## config.mk

```make
export PLATFORM = sky130hd
export DESIGN_NAME = gshare_history_unit_flat
export DESIGN_NICKNAME = d
export VERILOG_FILES = /design/src/rtl/bp_pkg.sv /design/src/rtl/gshare_history_unit_if.sv /design/src/rtl/bp_ckpt_fifo.sv /design/src/rtl/gshare_history_unit.sv /design/src/flat_wrapper.sv
export SDC_FILE = /design/constraint.sdc
export NUM_CORES = 1
export LEC_CHECK = 0
export ABC_AREA = 1
export ABC_CLOCK_PERIOD_IN_PS = 10600
export BUFFER_PORTS_ARGS = -buffer_cell sky130_fd_sc_hd__buf_2
export CELL_PAD_IN_SITES_DETAIL_PLACEMENT = 1
export CELL_PAD_IN_SITES_GLOBAL_PLACEMENT = 2
export CORE_ASPECT_RATIO = 2
export CORE_MARGIN = 3
export CORE_UTILIZATION = 41
export CTS_BUF_LIST = sky130_fd_sc_hd__clkbuf_4
export DETAILED_ROUTE_END_ITERATION = 8
export GPL_ROUTABILITY_DRIVEN = 0
export PLACE_DENSITY = 0.89
export SKIP_CTS_REPAIR_TIMING = 1
export SYNTH_ARGS = -nofsm -noshare
export SYNTH_HDL_FRONTEND = slang
export SYNTH_SLANG_ARGS = --single-unit
```

## constraint.sdc

```tcl
create_clock -name clk -period 10.6 [get_ports clk]
set_input_delay 1.06 -clock clk [delete_from_list [all_inputs] [get_ports clk]]
set_output_delay 1.06 -clock clk [all_outputs]
set_load 0.03 [all_outputs]
```

## src/rtl/bp_pkg.sv

```systemverilog
// Shared gshare predictor definitions: history width, 2-bit counter
// encodings, the per-branch checkpoint record and the GHR shift helper.
package bp_pkg;

   localparam int HISTORY_LEN = 12;

   // Counter encoding; bit 1 alone gives the predicted direction
   localparam logic [1:0] CNT_STRONG_NT = 2'b00;
   localparam logic [1:0] CNT_WEAK_NT   = 2'b01;
   localparam logic [1:0] CNT_WEAK_T    = 2'b11;
   localparam logic [1:0] CNT_STRONG_T  = 2'b10;

   // Everything needed to update the PHT and repair the GHR at resolve time
   typedef struct packed {
      logic [HISTORY_LEN-1:0] index;
      logic [HISTORY_LEN-1:0] ghr_snap;
      logic                   pred;
   } ckpt_t;

   // Shift one outcome into the youngest end of a history value
   function automatic logic [HISTORY_LEN-1:0] next_ghr(input logic [HISTORY_LEN-1:0] ghr,
                                                       input logic outcome);
      return {ghr[HISTORY_LEN-2:0], outcome};
   endfunction

   // Predicted direction for a counter value
   function automatic logic counter_taken(input logic [1:0] cnt);
      logic taken;
      unique case (cnt)
         CNT_STRONG_NT, CNT_WEAK_NT: taken = 1'b0;
         CNT_WEAK_T, CNT_STRONG_T:   taken = 1'b1;
         default:                    taken = 1'b0;
      endcase
      return taken;
   endfunction

endpackage

```

## src/rtl/gshare_history_unit_if.sv

```systemverilog
// Fetch / execute / PHT signal bundle around the gshare history unit.
// The slave modport is the unit itself; master is its environment.
interface gshare_history_unit_if #(parameter int DEPTH = 8);
   import bp_pkg::*;

   logic                   pred_valid;
   logic [HISTORY_LEN-1:0] pred_pc;
   logic                   pred_ready;
   logic                   pred_taken;
   logic                   resolve_valid;
   logic                   resolve_taken;
   logic                   mispredict;
   logic [$clog2(DEPTH):0] inflight;
   logic [HISTORY_LEN-1:0] pht_index;
   logic                   pht_write_en;
   logic                   pht_taken;
   logic [1:0]             pht_counter;

   modport slave (
      input  pred_valid, pred_pc, resolve_valid, resolve_taken, pht_counter,
      output pred_ready, pred_taken, mispredict, inflight, pht_index, pht_write_en, pht_taken
   );

   modport master (
      output pred_valid, pred_pc, resolve_valid, resolve_taken, pht_counter,
      input  pred_ready, pred_taken, mispredict, inflight, pht_index, pht_write_en, pht_taken
   );

endinterface

```

## src/rtl/bp_ckpt_fifo.sv

```systemverilog
// Checkpoint FIFO: one entry per in-flight branch, oldest at the head.
// Flush empties it in one cycle and beats a same-cycle push.
module bp_ckpt_fifo
   import bp_pkg::*;
#(
   parameter int DEPTH = 8
) (
   input  logic                   clk,
   input  logic                   rst_b,
   input  logic                   push_i,
   input  logic                   pop_i,
   input  logic                   flush_i,
   input  ckpt_t                  data_i,
   output ckpt_t                  head_o,
   output logic [$clog2(DEPTH):0] count_o
);

   localparam int PTR_W = $clog2(DEPTH);
   localparam logic [PTR_W:0]   FULL_COUNT = DEPTH[PTR_W:0];
   localparam logic [PTR_W:0]   COUNT_ONE  = 1;
   localparam logic [PTR_W-1:0] PTR_ONE    = 1;

   ckpt_t            mem_q [DEPTH];
   logic [PTR_W-1:0] wrPtr_q, wrPtr_d;
   logic [PTR_W-1:0] rdPtr_q, rdPtr_d;
   logic [PTR_W:0]   count_q, count_d;
   logic             doPush;
   logic             doPop;

   assign doPush  = push_i && !flush_i && (count_q != FULL_COUNT);
   assign doPop   = pop_i && !flush_i && (count_q != '0);
   assign head_o  = mem_q[rdPtr_q];
   assign count_o = count_q;

   // Pointer and occupancy next-state; pointers wrap because DEPTH is a power of two
   always_comb begin
      wrPtr_d = wrPtr_q;
      rdPtr_d = rdPtr_q;
      count_d = count_q;
      if (flush_i) begin
         wrPtr_d = '0;
         rdPtr_d = '0;
         count_d = '0;
      end else begin
         if (doPush) wrPtr_d = wrPtr_q + PTR_ONE;
         if (doPop)  rdPtr_d = rdPtr_q + PTR_ONE;
         unique case ({doPush, doPop})
            2'b10:   count_d = count_q + COUNT_ONE;
            2'b01:   count_d = count_q - COUNT_ONE;
            default: count_d = count_q;
         endcase
      end
   end

   // Pointer/occupancy registers; reset discards every checkpoint
   always_ff @(posedge clk) begin
      if (rst_b) begin
         wrPtr_q <= '0;
         rdPtr_q <= '0;
         count_q <= '0;
      end else begin
         wrPtr_q <= wrPtr_d;
         rdPtr_q <= rdPtr_d;
         count_q <= count_d;
      end
   end

   // Entry storage needs no reset since occupancy gates every read
   always_ff @(posedge clk) begin
      if (doPush && !rst_b) mem_q[wrPtr_q] <= data_i;
   end

endmodule

```

## src/rtl/gshare_history_unit.sv

```systemverilog
// gshare front end: speculative GHR, PC^GHR index formation, PHT port
// arbitration (resolve wins) and GHR repair from per-branch checkpoints.
module gshare_history_unit
   import bp_pkg::*;
#(
   parameter int DEPTH = 8
) (
   input  logic                  clk,
   input  logic                  rst_b,
   gshare_history_unit_if.slave  bus
);

   localparam logic [$clog2(DEPTH):0] FULL_COUNT = DEPTH[$clog2(DEPTH):0];

   logic [HISTORY_LEN-1:0] ghr_q, ghr_d;
   logic                   mispredict_q, mispredict_d;
   logic [HISTORY_LEN-1:0] predIndex;
   logic                   predTaken;
   logic                   predReady;
   logic                   acceptPred;
   logic                   doResolve;
   logic                   isMispredict;
   ckpt_t                  headCkpt;
   ckpt_t                  pushCkpt;
   logic [$clog2(DEPTH):0] count;

   assign predIndex    = bus.pred_pc ^ ghr_q;
   assign predTaken    = counter_taken(bus.pht_counter);
   assign predReady    = !rst_b && !bus.resolve_valid && (count < FULL_COUNT);
   assign acceptPred   = bus.pred_valid && predReady;
   assign doResolve    = !rst_b && bus.resolve_valid && (count != '0);
   assign isMispredict = doResolve && (bus.resolve_taken != headCkpt.pred);

   assign pushCkpt = '{index: predIndex, ghr_snap: ghr_q, pred: predTaken};

   assign bus.pred_ready   = predReady;
   assign bus.pred_taken   = predTaken;
   assign bus.mispredict   = mispredict_q;
   assign bus.inflight     = count;
   assign bus.pht_index    = (bus.resolve_valid && (count != '0)) ? headCkpt.index : predIndex;
   assign bus.pht_write_en = doResolve;
   assign bus.pht_taken    = bus.resolve_taken;

   bp_ckpt_fifo #(.DEPTH(DEPTH)) u_ckpt_fifo (
      .clk     (clk),
      .rst_b   (rst_b),
      .push_i  (acceptPred),
      .pop_i   (doResolve),
      .flush_i (isMispredict),
      .data_i  (pushCkpt),
      .head_o  (headCkpt),
      .count_o (count)
   );

   // GHR next-state: repair from the head snapshot on mispredict, else shift in the prediction
   always_comb begin
      ghr_d        = ghr_q;
      mispredict_d = isMispredict;
      if (isMispredict) begin
         ghr_d = next_ghr(headCkpt.ghr_snap, bus.resolve_taken);
      end else if (acceptPred) begin
         ghr_d = next_ghr(ghr_q, predTaken);
      end
   end

   // GHR and one-cycle mispredict pulse registers
   always_ff @(posedge clk) begin
      if (rst_b) begin
         ghr_q        <= '0;
         mispredict_q <= 1'b0;
      end else begin
         ghr_q        <= ghr_d;
         mispredict_q <= mispredict_d;
      end
   end

endmodule

```

## src/flat_wrapper.sv

```systemverilog
// flat-port wrapper written by rule: the top's interface ports become plain ports
module gshare_history_unit_flat import bp_pkg::*;
#(
   parameter int DEPTH = 8
)
  (clk, rst_b, bus_pred_valid, bus_pred_pc, bus_resolve_valid, bus_resolve_taken, bus_pht_counter, bus_pred_ready, bus_pred_taken, bus_mispredict, bus_inflight, bus_pht_index, bus_pht_write_en, bus_pht_taken);
  gshare_history_unit_if #(.DEPTH(DEPTH)) bus_i ();
  input  logic clk;
  input  logic rst_b;
  input wire logic [$bits(bus_i.pred_valid)-1:0] bus_pred_valid;
  input wire logic [$bits(bus_i.pred_pc)-1:0] bus_pred_pc;
  input wire logic [$bits(bus_i.resolve_valid)-1:0] bus_resolve_valid;
  input wire logic [$bits(bus_i.resolve_taken)-1:0] bus_resolve_taken;
  input wire logic [$bits(bus_i.pht_counter)-1:0] bus_pht_counter;
  output wire logic [$bits(bus_i.pred_ready)-1:0] bus_pred_ready;
  output wire logic [$bits(bus_i.pred_taken)-1:0] bus_pred_taken;
  output wire logic [$bits(bus_i.mispredict)-1:0] bus_mispredict;
  output wire logic [$bits(bus_i.inflight)-1:0] bus_inflight;
  output wire logic [$bits(bus_i.pht_index)-1:0] bus_pht_index;
  output wire logic [$bits(bus_i.pht_write_en)-1:0] bus_pht_write_en;
  output wire logic [$bits(bus_i.pht_taken)-1:0] bus_pht_taken;
  assign bus_i.pred_valid = bus_pred_valid;
  assign bus_i.pred_pc = bus_pred_pc;
  assign bus_i.resolve_valid = bus_resolve_valid;
  assign bus_i.resolve_taken = bus_resolve_taken;
  assign bus_i.pht_counter = bus_pht_counter;
  assign bus_pred_ready = bus_i.pred_ready;
  assign bus_pred_taken = bus_i.pred_taken;
  assign bus_mispredict = bus_i.mispredict;
  assign bus_inflight = bus_i.inflight;
  assign bus_pht_index = bus_i.pht_index;
  assign bus_pht_write_en = bus_i.pht_write_en;
  assign bus_pht_taken = bus_i.pht_taken;
  gshare_history_unit #(.DEPTH(DEPTH)) u_core (.clk(clk), .rst_b(rst_b), .bus(bus_i));
endmodule
```

==> impl_results.md, run 1 <==
- Reg area: about 6300 µm²
- Syn Nets: slightly above 800
- Final period util: 0.378
- Critical Path Start Type: flop
- Vias per cell: between 5 and 6
- Starting Density: 0.419
- CTS tree: done
- Crit-path leading delay family: buffers and inverters
- Sink Count: 218
- Worst Hold Depth: 2
- Share of post-route cells with drive strength above 1: 0.173
- Post-Place Cells: between 1000 and 1500
- RSZ-0062 raised after global routing: no
- Cell row count: 76
- CP required: between 9000 and 10000 ps
- Final Max Slew Viols: 0
- Pin count of the biggest net entering global routing: between 90 and 100
- Area grow syn2layout: 11.6%
- CP max stage cell: buf_4
- First-pass DRT Iterations: 4
- Sum of buffers and inverters on the critical path: 3
- Multi-input logic area: around 2400 µm²
- Highest Clock Rate: between 0.2 and 0.25 GHz
- WL final: ~24 mm
- Crit-path max cell delay: approximately 610 ps
- Die ar.: ~24000 µm²
- P per Cell Area: approximately 170 nW/µm²
- Filler instances: between 2000 and 2500
- Max-cap violations: 0
- Vias in the first global route: 6858
- Commonest non-fill, non-tap cell in the layout: edfxtp_1
- Most frequent cells in the layout: edfxtp_1, nand2_1, nand3_1
- Synth warnings: 0
- Most used DFF post-synth: edfxtp_1
- Clk Latency, worst-skew pair: 640 ps
- Chip height: roughly 220 µm
- DR WL/cell: between 20 and 25 µm
- First-pass GRT wire length: 37.5 mm
- Relative slew slack: 0.496
- Cell variety after synth: 34
- Htree depth: 2
- Post-synth EDFFs: approximately 190
- Crit. End Element: output pin
- Fin crit period: around 4000 ps
- Die W: approximately 110 µm
- Overflow after GRT: 0
- Synth Area per Inst: between 10 and 15 µm²
- FF-to-FF End: u_core.u_ckpt_fifo.count_o[3]
- Peak VDD IR: about 0.000065 V
- Reg clk slew, reported paths: roughly 70 ps
- Via count: about 6300
- # setup viols final: 0
- Worst Path Arrival: between 2000 and 3000 ps
- Detailed placement HPWL: between 10 and 15 mm
- Boundary pin count: 40
- GRT Total Usage: 0.200
- Hold Crit Class: flop to flop
- Sequential share of the synthesized area: 0.695
- Crit path max fanout: between 50 and 60
- 1st-iter DRT viols: approximately 340
- Clock tree buffer depth: 3
- Antenna viol nets, final: 0
- Final hold violation count: 0
- Worst R2R Path Depth: 17
- Worst Skew: ~29 ps
- CP cell instances: buf_4, buf_4, o21ai_0, o221ai_1, o21ai_0, o21ai_0, buf_2
- Num CTS Buffers: 47
- Synth Cell Area: roughly 9000 µm²
- Status: finished, final reports clean
- Worst hold start: u_core.u_ckpt_fifo.rdPtr_q[1]
- Lkg Pwr: 3.77 nW
- Most frequent CP cell: o21ai_0
- Clk root buf: clkbuf_4
- Buffers on Ports: 38
- Fin cells: 1154
- Async SR Flop Fraction: 0
- WS Path Type: flop to output pin
- Register bit total from synthesis: 218
- Setup Total Neg Slack: 0 ps
- Initial antenna violation count: 1
- Core area: about 22000 µm²
- Reg2Reg Setup Slack: approximately 7000 ps
- Slew @ Worst Pin: 754 ps
- Nets@finish: 869
- Synthesized instance count: just under 800
- DRC viols: 0
## cell type report
cell class,instances,share of cell area
Sequential cell,218,0.623
Multi-Input combinational cell,489,0.238
Clock buffer,75,0.0558
Tap cell,273,0.0339
Timing Repair Buffer,51,0.0285
Inverter,37,0.0143
Clock inverter,10,0.00657
Antenna cell,1,0.000248
## registers in the layout, indices dropped and copies added (netlist names), named ones only
| name | flops |
|---|---|
| u_core.u_ckpt_fifo.count_o | 4 |
| u_core.u_ckpt_fifo.wrPtr_q | 3 |
| u_core.bus.mispredict | 1 |
| u_core.u_ckpt_fifo.rdPtr_q | 3 |
| u_core.u_ckpt_fifo.mem_q | 192 |
| u_core.ghr_q | 12 |
## kinds of logic after synthesis
| family | synth area share |
|---|---|
| AND/OR/NAND/NOR | 0.171 |
| flip-flops | 0.695 |
| buffers and inverters | 0.0443 |
| XOR/XNOR | 0.0155 |
| adder cells (fa/ha/maj) | 0.00913 |
| AO/OA/AOI/OAI | 0.0647 |
## synth_stat cells (all sizes together) (3+ instances only)
cell type  instances  area (µm²)
edfxtp           192        5770
inv               37         144
o21ai             66         330
a31oi              4        25.0
nor2              87         337
nand2            167         649
nor3               3        20.0
clkbuf             9        33.8
buf               35         223
nor4               4        25.0
a21oi             11        55.1
xor2              14         123
dfxtp             26         521
ha                 5        62.6
nand3             98         513
o22ai             20         125
o221ai             4        35.0
## worst min-delay path: stages (launching register included)
cell	delay, ps
dfxtp_1	320
nand2_1	70
a21oi_1	60
## power by group
group          switching (W)  internal, W
Sequential        0.00000609     0.000939
Combinational      0.0000771    0.0000266
Clock               0.000322     0.000345
Total               0.000406      0.00131
## metrics by stage
| step | cell area (µm²) | worst slack, ps | hold WS [ps] | power [W] | utilization |
|---|---|---|---|---|---|
| after global routing | 10100 | 6340 | 537 | 0.00179 | 0.467 |
| final | 10100 | 6590 | 499 | 0.00172 | 0.467 |
| after detailed placement | 9460 | 6880 | 494 | 0.00107 | 0.438 |
| after floorplan | 9040 | 5800 | 455 | 0.00104 | - |
| after CTS | 10100 | 6480 | 505 | 0.00174 | 0.467 |
| after global placement | 9460 | 6890 | 472 | 0.00107 | 0.438 |
## how the worst max path moves through the flow
stage	depth (start not counted)	slack (ps)	to
2_1_floorplan	4	5800	u_core.u_ckpt_fifo.mem_q[4][0]
3_3_place_gp	12	6890	u_core.u_ckpt_fifo.count_o[3]
3_5_place_dp	12	6880	u_core.u_ckpt_fifo.count_o[3]
4_1_cts	7	6480	bus_pht_index[8]
5_1_grt	7	6340	bus_pht_index[2]
6_report	7	6590	bus_pht_index[2]
## routing by layer
metal | up-vias | GRT usage | wire (µm)
li1 | 2896 | - | -
met4 | 0 | 0.0909 | 842
met2 | 144 | 0.380 | 13000
met1 | 3178 | 0.218 | 9150
met5 | - | 0 | 0
met3 | 61 | 0.0254 | 774
(Power assumes the default switching activity.)
==> run 2: changes to the inputs <==
ABC_CLOCK_PERIOD_IN_PS = 3700   (was 10600)
clock period = 3.7 ns   (was 10.6 ns; I/O delays follow)
==> run 2 against run 1 <==
Against the previous run:
- worst hold slack got worse by 450 ps
- clock power rose to 2.8 times the previous value
- sequential share of layout area fell by 0.33 points
- via count fell by 0.21%
- count of clock-buffer cells in the layout rose by 2
- global-route usage fell by 0.078 points
- die area did not move
- flip-flop and latch count did not move
- wire length fell by 2.1%
- critical path depth did not move
- cell count rose by 0.95%
==> impl_results.md, run 2 (synthesized netlist as in run 1, its figures left out) <==
- Final Max Slew Viols: 0
- Pin count of the biggest net entering global routing: 77
- Slew @ Worst Pin: between 800 and 900 ps
- CTS tree: done
- Crit. End Element: output pin
- 1st-iter DRT viols: 357
- Final hold violation count: 0
- Share of post-route cells with drive strength above 1: 0.182
- GRT Total Usage: 0.199
- Global Route met3 Usage: 0.0246
- Most frequent cells in the layout: edfxtp_1, nand2_1, nand3_1
- FF-to-FF End: u_core.u_ckpt_fifo.count_o[3]
- Status: finished, final reports clean
- Finished Cell Area: 10100 µm²
- Buffers on Ports: 38
- Boundary pin count: 40
- Worst Path Arrival: 2750 ps
- Initial antenna violation count: 1
- Clk root buf: clkbuf_4
- Num CTS Buffers: 48
- First-pass DRT Iterations: 5
- Critical Path Start Type: flop
- Area grow syn2layout: 12.2%
- WL final: ~23 mm
- Filler instances: roughly 2300
- RSZ-0062 raised after global routing: no
- CP required: between 3000 and 4000 ps
- Reg2Reg Setup Slack: between 800 and 900 ps
- Fin crit period: approximately 3100 ps
- Vias in the first global route: around 7000
- GRT Max-Usage Layer: met2
- Worst R2R Path Depth: 15
- Largest Register: u_core.u_ckpt_fifo.mem_q
- Starting Density: 0.419
- Post-Place Cells: approximately 1100
- Reg area: between 6000 and 7000 µm²
- Placed cell areas: 9530 µm²
- DRC viols: 0
- Sink Count: around 220
- P per Cell Area: around 480 nW/µm²
- Max-cap violations: 0
- Multi-input logic area: approximately 2400 µm²
- DR WL/cell: 20.0 µm
- WS Path Type: flop to output pin
- Hold Crit Class: input port to flop
- Core area: 21600 µm²
- Worst Skew: between 30 and 40 ps
- Reg clk slew, reported paths: 70 ps
- Cell row count: 76
- Met2 Use GR: 0.371
- Highest Clock Rate: 0.320 GHz
- Worst Setup EP: bus_pht_index[6]
- Max reg flops: roughly 190
- # setup viols final: 0
- Antenna viol nets, final: 0
- Relative slew slack: 0.452
- Clock tree buffer depth: 3
- Htree depth: 2
- Detailed placement HPWL: about 14 mm
- Lkg Pwr: approximately 3.8 nW
- Setup Total Neg Slack: 0 ps
- Fin cells: ~1200
- Crit path max fanout: 76
- Final period util: 0.844
- Nets@finish: slightly below 900
- Met1 usage: 0.223
- Die ar.: between 20000 and 25000 µm²
- Vias per cell: 5.38
- Peak VDD IR: around 0.00017 V
- Via count: around 6300
- Chip height: roughly 220 µm
- First-pass GRT wire length: roughly 37 mm
- Die W: 111 µm
- Overflow after GRT: 0
- Commonest non-fill, non-tap cell in the layout: edfxtp_1
- Clk Latency, worst-skew pair: approximately 650 ps
-- run 2: area by class of cell --
cell class                      instances  area share
Inverter                               37      0.0142
Antenna cell                            1    0.000247
Clock inverter                         10     0.00370
Sequential cell                       218       0.620
Multi-Input combinational cell        489       0.236
Tap cell                              273      0.0337
Clock buffer                           77      0.0570
Timing Repair Buffer                   60      0.0350
-- run 2: layer usage --
| metal | up-vias | wire (µm) |
|---|---|---|
| met2 | 147 | 12700 |
| li1 | 2919 | - |
| met1 | 3152 | 8860 |
| met3 | 48 | 972 |
| met5 | - | 0 |
| met4 | 0 | 684 |
-- run 2: critical path: stages, from the launching register on --
cell	delay (ps)
dfxtp_2	380
inv_6	160
buf_4	670
o21ai_0	190
o22ai_1	150
o21ai_0	100
o21ai_1	200
buf_2	230
-- run 2: power by group --
part | internal, W | total [W] | switching, W | leakage [nW]
logic | 0.0000790 | 0.000300 | 0.000221 | 1.49
clock network | 0.000941 | 0.00184 | 0.000904 | 0.375
registers | 0.00269 | 0.00271 | 0.0000187 | 1.95
-- run 2: worst min path at each step --
stage	from	to	slack [ps]	cells after the start
floorplan	u_core.u_ckpt_fifo.rdPtr_q[1]	flop	450	2
global placement	u_core.u_ckpt_fifo.rdPtr_q[2]	flop	480	2
detailed placement	u_core.u_ckpt_fifo.rdPtr_q[2]	flop	490	2
CTS	bus_pht_counter[1]	u_core.u_ckpt_fifo.mem_q[3][0]	-6	1
global route	bus_pht_counter[1]	u_core.u_ckpt_fifo.mem_q[3][0]	40	1
finish	bus_pht_counter[1]	u_core.u_ckpt_fifo.mem_q[3][0]	50	1
-- run 2: stage by stage --
step	hold slack (ps)	total power [W]	util	setup slack, ps
6_report	51.3	0.00485	0.470	577
5_1_grt	38.0	0.00507	0.470	261
4_1_cts	-5.61	0.00492	0.470	422
3_5_place_dp	493	0.00307	0.441	858
3_3_place_gp	482	0.00306	0.441	925
2_1_floorplan	455	0.00297	-	-531
